<file path="config.mk">
export PLATFORM = sky130hd
export DESIGN_NAME = fp_accum32_flat
export DESIGN_NICKNAME = d
export VERILOG_FILES = /design/src/rtl/fp_accum32_if.sv /design/src/rtl/fp_accum32.sv /design/src/flat_wrapper.sv
export SDC_FILE = /design/constraint.sdc
export NUM_CORES = 1
export LEC_CHECK = 0
export CAP_MARGIN = 20
export CORE_MARGIN = 5
export CORE_UTILIZATION = 32
export DETAILED_ROUTE_END_ITERATION = 8
export PLACE_DENSITY_LB_ADDON = 0.05
export REMOVE_ABC_BUFFERS = 1
export SETUP_SLACK_MARGIN = 0.3
export SLEW_MARGIN = 20
export SYNTH_ARGS = -nofsm -noshare
export SYNTH_HDL_FRONTEND = slang
export SYNTH_SLANG_ARGS = --single-unit
</file>
<file path="constraint.sdc">
create_clock -name clk -period 1.2 [get_ports clk]
set_input_delay 0.36 -clock clk [delete_from_list [all_inputs] [get_ports clk]]
set_output_delay 0.36 -clock clk [all_outputs]
set_load 0.02 [all_outputs]
</file>
<file path="src/rtl/fp_accum32_if.sv">
// rtl/fp_accum32_if.sv - operand stream, adder hookup and result stream of fp_accum32
interface fp_accum32_if #(
    parameter int CNT_W = 5
);
    logic             in_valid;
    logic             in_ready;
    logic [31:0]      in_data;
    logic             in_sub;
    logic             in_last;
    logic [31:0]      add_a;
    logic [31:0]      add_b;
    logic             add_op_sub;
    logic [31:0]      add_sum;
    logic             out_valid;
    logic             out_ready;
    logic [31:0]      out_data;
    logic [CNT_W-1:0] out_count;

    // master: producer, external adder and consumer side
    modport master (
        output in_valid, in_data, in_sub, in_last, add_sum, out_ready,
        input  in_ready, add_a, add_b, add_op_sub, out_valid, out_data, out_count
    );

    modport slave (
        input  in_valid, in_data, in_sub, in_last, add_sum, out_ready,
        output in_ready, add_a, add_b, add_op_sub, out_valid, out_data, out_count
    );
endinterface

</file>
<file path="src/rtl/fp_accum32.sv">
// rtl/fp_accum32.sv - running-sum controller wrapped around a combinational fp32 adder
module fp_accum32 #(
    parameter int LEN   = 16,
    parameter int CNT_W = 5
) (
    input  logic          clk,
    input  logic          rst_n,
    fp_accum32_if.slave   bus
);
    typedef enum logic [1:0] {
        S_IDLE  = 2'd0,
        S_ACCUM = 2'd1,
        S_HOLD  = 2'd2
    } state_t;

    state_t           r_state;
    state_t           w_next;
    logic [31:0]      r_acc;
    logic [31:0]      w_acc_next;
    logic [CNT_W-1:0] r_cnt;
    logic [CNT_W-1:0] w_cnt_next;
    logic [CNT_W-1:0] w_cnt_inc;
    logic             w_accept;

    // in_ready is gated by rst_n so it drops the instant reset asserts
    assign bus.in_ready   = rst_n & ((r_state == S_IDLE) | (r_state == S_ACCUM));
    assign bus.out_valid  = (r_state == S_HOLD);
    assign bus.out_data   = r_acc;
    assign bus.out_count  = r_cnt;
    assign bus.add_a      = r_acc;
    assign bus.add_b      = bus.in_data;
    assign bus.add_op_sub = bus.in_sub;

    assign w_accept  = bus.in_valid & bus.in_ready;
    assign w_cnt_inc = r_cnt + 1'b1;

    always_ff @(posedge clk or negedge rst_n) begin
        if (!rst_n) begin
            r_state <= S_IDLE;
            r_acc   <= 32'h0000_0000;
            r_cnt   <= '0;
        end else begin
            r_state <= w_next;
            r_acc   <= w_acc_next;
            r_cnt   <= w_cnt_next;
        end
    end

    always_comb begin
        w_next     = r_state;
        w_acc_next = r_acc;
        w_cnt_next = r_cnt;
        case (r_state)
            S_IDLE: begin
                if (w_accept) begin
                    // First term is loaded directly; subtraction only needs a sign flip
                    w_acc_next = bus.in_sub ? {~bus.in_data[31], bus.in_data[30:0]} : bus.in_data;
                    w_cnt_next = {{(CNT_W-1){1'b0}}, 1'b1};
                    w_next     = (bus.in_last || LEN == 1) ? S_HOLD : S_ACCUM;
                end
            end
            S_ACCUM: begin
                if (w_accept) begin
                    w_acc_next = bus.add_sum;
                    w_cnt_next = w_cnt_inc;
                    w_next     = (bus.in_last || w_cnt_inc == CNT_W'(LEN)) ? S_HOLD : S_ACCUM;
                end
            end
            S_HOLD: begin
                if (bus.out_ready) begin
                    w_acc_next = 32'h0000_0000;
                    w_cnt_next = '0;
                    w_next     = S_IDLE;
                end
            end
            default: begin
                w_acc_next = 32'h0000_0000;
                w_cnt_next = '0;
                w_next     = S_IDLE;
            end
        endcase
    end
endmodule

</file>
<file path="src/flat_wrapper.sv">
// flat-port wrapper written by rule: the top's interface ports become plain ports
module fp_accum32_flat 
#(
    parameter int LEN   = 16,
    parameter int CNT_W = 5
)
  (clk, rst_n, bus_in_valid, bus_in_data, bus_in_sub, bus_in_last, bus_add_sum, bus_out_ready, bus_in_ready, bus_add_a, bus_add_b, bus_add_op_sub, bus_out_valid, bus_out_data, bus_out_count);
  fp_accum32_if #(.CNT_W(CNT_W)) bus_i ();
  input  logic clk;
  input  logic rst_n;
  input wire logic [$bits(bus_i.in_valid)-1:0] bus_in_valid;
  input wire logic [$bits(bus_i.in_data)-1:0] bus_in_data;
  input wire logic [$bits(bus_i.in_sub)-1:0] bus_in_sub;
  input wire logic [$bits(bus_i.in_last)-1:0] bus_in_last;
  input wire logic [$bits(bus_i.add_sum)-1:0] bus_add_sum;
  input wire logic [$bits(bus_i.out_ready)-1:0] bus_out_ready;
  output wire logic [$bits(bus_i.in_ready)-1:0] bus_in_ready;
  output wire logic [$bits(bus_i.add_a)-1:0] bus_add_a;
  output wire logic [$bits(bus_i.add_b)-1:0] bus_add_b;
  output wire logic [$bits(bus_i.add_op_sub)-1:0] bus_add_op_sub;
  output wire logic [$bits(bus_i.out_valid)-1:0] bus_out_valid;
  output wire logic [$bits(bus_i.out_data)-1:0] bus_out_data;
  output wire logic [$bits(bus_i.out_count)-1:0] bus_out_count;
  assign bus_i.in_valid = bus_in_valid;
  assign bus_i.in_data = bus_in_data;
  assign bus_i.in_sub = bus_in_sub;
  assign bus_i.in_last = bus_in_last;
  assign bus_i.add_sum = bus_add_sum;
  assign bus_i.out_ready = bus_out_ready;
  assign bus_in_ready = bus_i.in_ready;
  assign bus_add_a = bus_i.add_a;
  assign bus_add_b = bus_i.add_b;
  assign bus_add_op_sub = bus_i.add_op_sub;
  assign bus_out_valid = bus_i.out_valid;
  assign bus_out_data = bus_i.out_data;
  assign bus_out_count = bus_i.out_count;
  fp_accum32 #(.LEN(LEN), .CNT_W(CNT_W)) u_core (.clk(clk), .rst_n(rst_n), .bus(bus_i));
endmodule
</file>
# --- After elaboration in Yosys (flattened, before gate mapping) ---
# Cells that the tools add are included.
# Widths: inputs -> output; s select.
totals:
  latchBits: 0
  output_inout_bits: 104
  regBits: 39
  input_bits: 70
  romBits: 0
  wordCells: 32
  n_memories: 0
  mem_bits_rw: 0
classes:
  order_cmp: 0
  n_eq_ne: 6
  bitwise: 4
  mul: 0
  muxes: 15
  n_reduce_logical: 3
  n_shift: 0
  div_mod_pow: 0
  addsub: 1
ops:
  columns: ["cell", "count"]
  rows:
  - ["$mux 32", 4]
  - ["$pmux 32 s3", 1]
  - ["$mux 5", 3]
  - ["$pmux 5 s3", 1]
  - ["$mux 2", 5]
  - ["$pmux 2 s3", 1]
  - ["$add 5x1->5 const B", 1]
  - ["$eq 5x5->1 const B", 1]
  - ["$ne 2x1->1 const B", 2]
  - ["$reduce_and 3->1", 1]
  - ["$and 1x1->1", 2]
  - ["$eq 2x1->1 const B", 1]
  - ["$eq 2x2->1 const B", 1]
  - ["$logic_not 2->1", 1]
  - ["$ne 2x2->1 const B", 1]
  - ["$logic_or 1x1->1", 1]
  - ["$not 1->1", 1]
  - ["$or 1x1->1", 1]

# --- Depth between registers and ports, before layout ---
depth:
  ltp_word: 6
  ltp_mapped: 5
  depth_no_buf: 4

# --- Least setup slack after synthesis ---
# OpenSTA, ideal clock, no wires.
synth_timing:
  kind: "register -> register"
  startpoint: "register u_core.r_state[1]"
  endpoint: "register u_core.r_acc[26], in the netlist u_core.bus.add_a[26]"
  synth_period_minus_slack_ns: 1.272
  path_stages_with_launch: 6
  setup_ns: 0.118
  required_ns: 1.082
  path_buffers: 2
  setup_slack_ns: -0.072
  arrival_time_ns: 1.154
  cell_sequence: "dfrtp_1 nand3b_4 and2_1 buf_6 buf_6 a21o_1"
synth_via:
  elab_chain_cells: 6
  word_cells_on_any_way: 11
  cone_classes: "5 x eq/ne; 1 x mux; 3 x bitwise; 2 x reduce/logical"
synth_rtl:
  columns: ["item", "line", "rtl"]
  rows:
  - ["start: declaration", "fp_accum32.sv:16", "state_t r_state;"]
  - ["start signal: assignment", "fp_accum32.sv:43", "r_state <= w_next;"]
  - ["$eq 2x1->1 / $logic_not 2->1 (equally long branches)", "fp_accum32.sv:26, fp_accum32.sv:53", null]
  - ["$or 1x1->1", "fp_accum32.sv:26", "assign bus.in_ready = rst_n & ((r_state == S_IDLE) | (r_state == S_ACCUM));"]
  - ["$and 1x1->1", "fp_accum32.sv:26", null]
  - ["$and 1x1->1", "fp_accum32.sv:34", "assign w_accept = bus.in_valid & bus.in_ready;"]
  - ["$ne 2x1->1 (no line)", null, null]
  - ["$reduce_and 3->1 (no line)", null, null]
  - ["end signal: assignment", "fp_accum32.sv:44", "r_acc <= w_acc_next;"]
  - ["end: declaration", "fp_accum32.sv:18", "logic [31:0] r_acc;"]
# Parallel ways exist; a longest one is shown, timed or not.
# A chain may end at the register's enable or synchronous reset.

# --- Final worst setup path ---
layout_timing:
  startpoint: "register u_core.r_state[1]"
  endpoint: "output bus_in_ready"
layout_via:
  elab_chain_cells: 3
  word_cells_on_any_way: 4
  cone_classes: "1 x eq/ne; 2 x bitwise; 1 x reduce/logical"
layout_rtl:
  columns: ["item", "line", "rtl"]
  rows:
  - ["$eq 2x1->1 / $logic_not 2->1 (equally long branches)", "fp_accum32.sv:26", null]
  - ["$or 1x1->1 (*)", "fp_accum32.sv:26", null]
  - ["$and 1x1->1 (*)", "fp_accum32.sv:26", null]
  - ["end: declaration", "flat_wrapper.sv:17", "output wire logic [$bits(bus_i.in_ready)-1:0] bus_in_ready;"]
# Mark *: on every way between the ends. The rest lies on a longest branch, timed or not.

==> reports/metrics.cfg <==
[timing]
hold_violations = 0
period_needed_ns = 1.40
tightest_slew_ns = 0.326
setup_tns_ns = -8.24
finalMaxSlewViolations = 0
final.setup.worst_slack_ns = -0.201
rsz0062_at_grt = true
fmax_ghz = 0.714
skew_ns = 0.00716
slew_headroom_pct = 78.3
fin_crit_sh_pct = 117
setup_viol = 105

[place]
hpwlAfterDp_um = 5940
portBuffers = 173
gp_congestion = 0.775
pre_cts_slack_ns = -0.637

[route]
first_iter_violations = 18
first_pass_iters = 4
dr_wl_met2_um = 4360
postRouteAntennaNets = 0
vias = 2430
wl_met3_um = 608
wl_per_cell_um = 15.7
top_layer = met4
drc = 0
drt-met1-wl_um = 3330
routed_via_density = 4.57
drt-total-wl_um = 8340

[worst_setup_path]
crit_arrival_ns = 1.04
crit_buf_inv = 1
crit_family = flip-flops
crit_fanout = 4
path_class = flop to primary output
critPathSlowestCell = dfrtp_2
slowest_delay_ns = 0.46
worstSetupEndpointType = primary output
cp-start-kind = flop
required_ns = 0.84
crit_chain = nor2b_2 > buf_6

[floorplanning]
initial_core_util_pct = 32.5
std_cell_rows = 32
die-area_um2 = 9680
die_h_um = 98.4
die_x_um = 98.4
core_um2 = 7690
boundaryPins = 174

[synth]
synth_top_area_share_pct = 39.0
ys_top_cells_by_area = dfrtp_1 39%, buf_4 21%, mux2i_1 13%, a21o_1 9.0%, nor3_1 5.8%
synth.cell_area_um2 = 2500
synthCells = 242
yosysWarnings = 0
synth.distinct_cells = 26
ys_ff_latch = 39
avgSynthCellArea_um2 = 10.3
yosysTopAreaCell = dfrtp_1
ys_seq_area_share_pct = 39.0

[layout]
syn_to_final_growth_pct = 102
final_layout_size_suffix_gt1_share_pct = 61.9
finish.net_count = 500
mostFrequentLayoutCells = 140 x buf_6, 71 x buf_4, 34 x clkdlybuf4s50_1
layout_commonest_cell = buf_6
fillers = 629
diodes = 0

[global_route]
grt_pass1_vias = 2577
grt_pass1_wl_um = 12700
antenna_found_initial = 0
grt_use_total_pct = 15.9
grt_max_degree = 23
globalRoute.totalOverflow = 0

[clocking]
cts_made_buffers = 5
cts_tree = yes
cts-root-buf = clkbuf_8
htree_levels = 2
clk_pin_slew_worst_paths_ns = 0.09
clk_path_buf_depth = 2
clock-sinks = 39
clk_latency_ns = 0.29

[flow_run]
drv_cap = 0

[power]
power_density_nw_per_um2 = 1290
vdd_drop_max_mv = 0.632
power.leakage_nw = 2.60

[outcome]
violations = setup timing
status = finished with violations

[min_path]
hold_class = input pin to asynchronous set/reset pin

metal layers:
layer | vias to the layer above | GRT usage, %
li1 | 1163 | -
met1 | 1161 | 18.7
met2 | 102 | 28.6
met3 | 4 | 5.00
met4 | 0 | 2.63
met5 | - | 0
registers in the layout (all words and copies together) (netlist names):
register              count
u_core.bus.add_a         32
u_core.bus.out_count      5
u_core.r_state            2
metrics by stage:
stage	power (W)	std cells	hold WS (ns)	util, %	cell area [um2]
after floorplan	0.00288	163	0.0644	-	1910
after global placement	0.00460	486	0.305	54.0	4150
after detailed placement	0.00462	486	0.302	54.0	4150
after CTS	0.00618	517	0.142	60.7	4670
after global routing	0.00680	532	0.163	65.7	5050
final	0.00650	532	0.151	65.7	5050
layout make-up:
cell class                      instances  area [um2]  area share (%)
Clock buffer                            5        68.8            1.36
Clock inverter                          3        67.6            1.34
Inverter                                3        11.3           0.223
Multi-Input combinational cell        121        1110            21.9
Sequential cell                        39         983            19.5
Tap cell                              102         128            2.53
Timing Repair Buffer                  259        2690            53.2
synth_stat cells (all sizes together):
| cell type | count |
|---|---|
| o2bb2ai | 4 |
| and2 | 1 |
| a32o | 2 |
| buf | 76 |
| inv | 3 |
| mux2i | 32 |
| a22o | 2 |
| xnor2 | 3 |
| and4b | 1 |
| nand2 | 2 |
| a22oi | 1 |
| nand3 | 3 |
| nor2b | 2 |
| a21o | 30 |
| ha | 1 |
| xor2 | 1 |
| clkbuf | 3 |
| o21ai | 2 |
| nand3b | 1 |
| a21oi | 3 |
| nor3 | 29 |
| dfrtp | 39 |
| a311o | 1 |
worst register-to-register path, stage by stage (launching register included):
cell and delay (ns):
dfrtp_2 0.46, buf_12 0.14, nand3b_4 0.15, and2_4 0.18, clkbuf_16 0.17, a21o_1 0.17
worst paths after layout:
| path | cells past startpoint | startpoint | slack, ns | to |
|---|---|---|---|---|
| min in group clk | 3 | bus_in_data[1] | 0.37 | u_core.bus.add_a[1] |
| max in group asynchronous | 3 | rst_n | 0.66 | u_core.r_state[1] |
| worst max-delay path | 2 | u_core.r_state[1] | -0.20 | bus_in_ready |
| worst max register to register | 5 | u_core.r_state[1] | -0.19 | u_core.bus.add_a[4] |
| worst min register to register | 1 | u_core.bus.add_a[22] | 0.55 | u_core.bus.add_a[22] |
| worst min-delay path | 3 | rst_n | 0.15 | u_core.bus.add_a[14] |
cells by family after synthesis:
logic type,count (synthesis),synth area share (%)
buffers and inverters,82,24.0
AO/OA/AOI/OAI,45,13.6
AND/OR/NAND/NOR,39,8.66
flip-flops,39,39.0
multiplexers,32,12.8
XOR/XNOR,4,1.40
adder cells (fa/ha/maj),1,0.500
power by group:
group	switching (W)	leakage, nW	internal, W
Combinational	0.00144	2.04	0.00187
Sequential	0.000306	0.496	0.00156
Clock	0.000492	0.0644	0.000830
Total	0.00223	2.60	0.00426
timing repair:
| action | 4_1_cts | 5_1_grt |
|---|---|---|
| setup endpoints to repair | 143 | 150 |
| endpoints found under the hold margin | 7 | 0 |
| gates resized for setup | 780 | 71 |
| pin swaps | 7 | 4 |
| setup buffers | 22 | 13 |
| gates cloned | 0 | 2 |
| hold buffers | 1 | 0 |
Power figures use the tool's default switching activity.
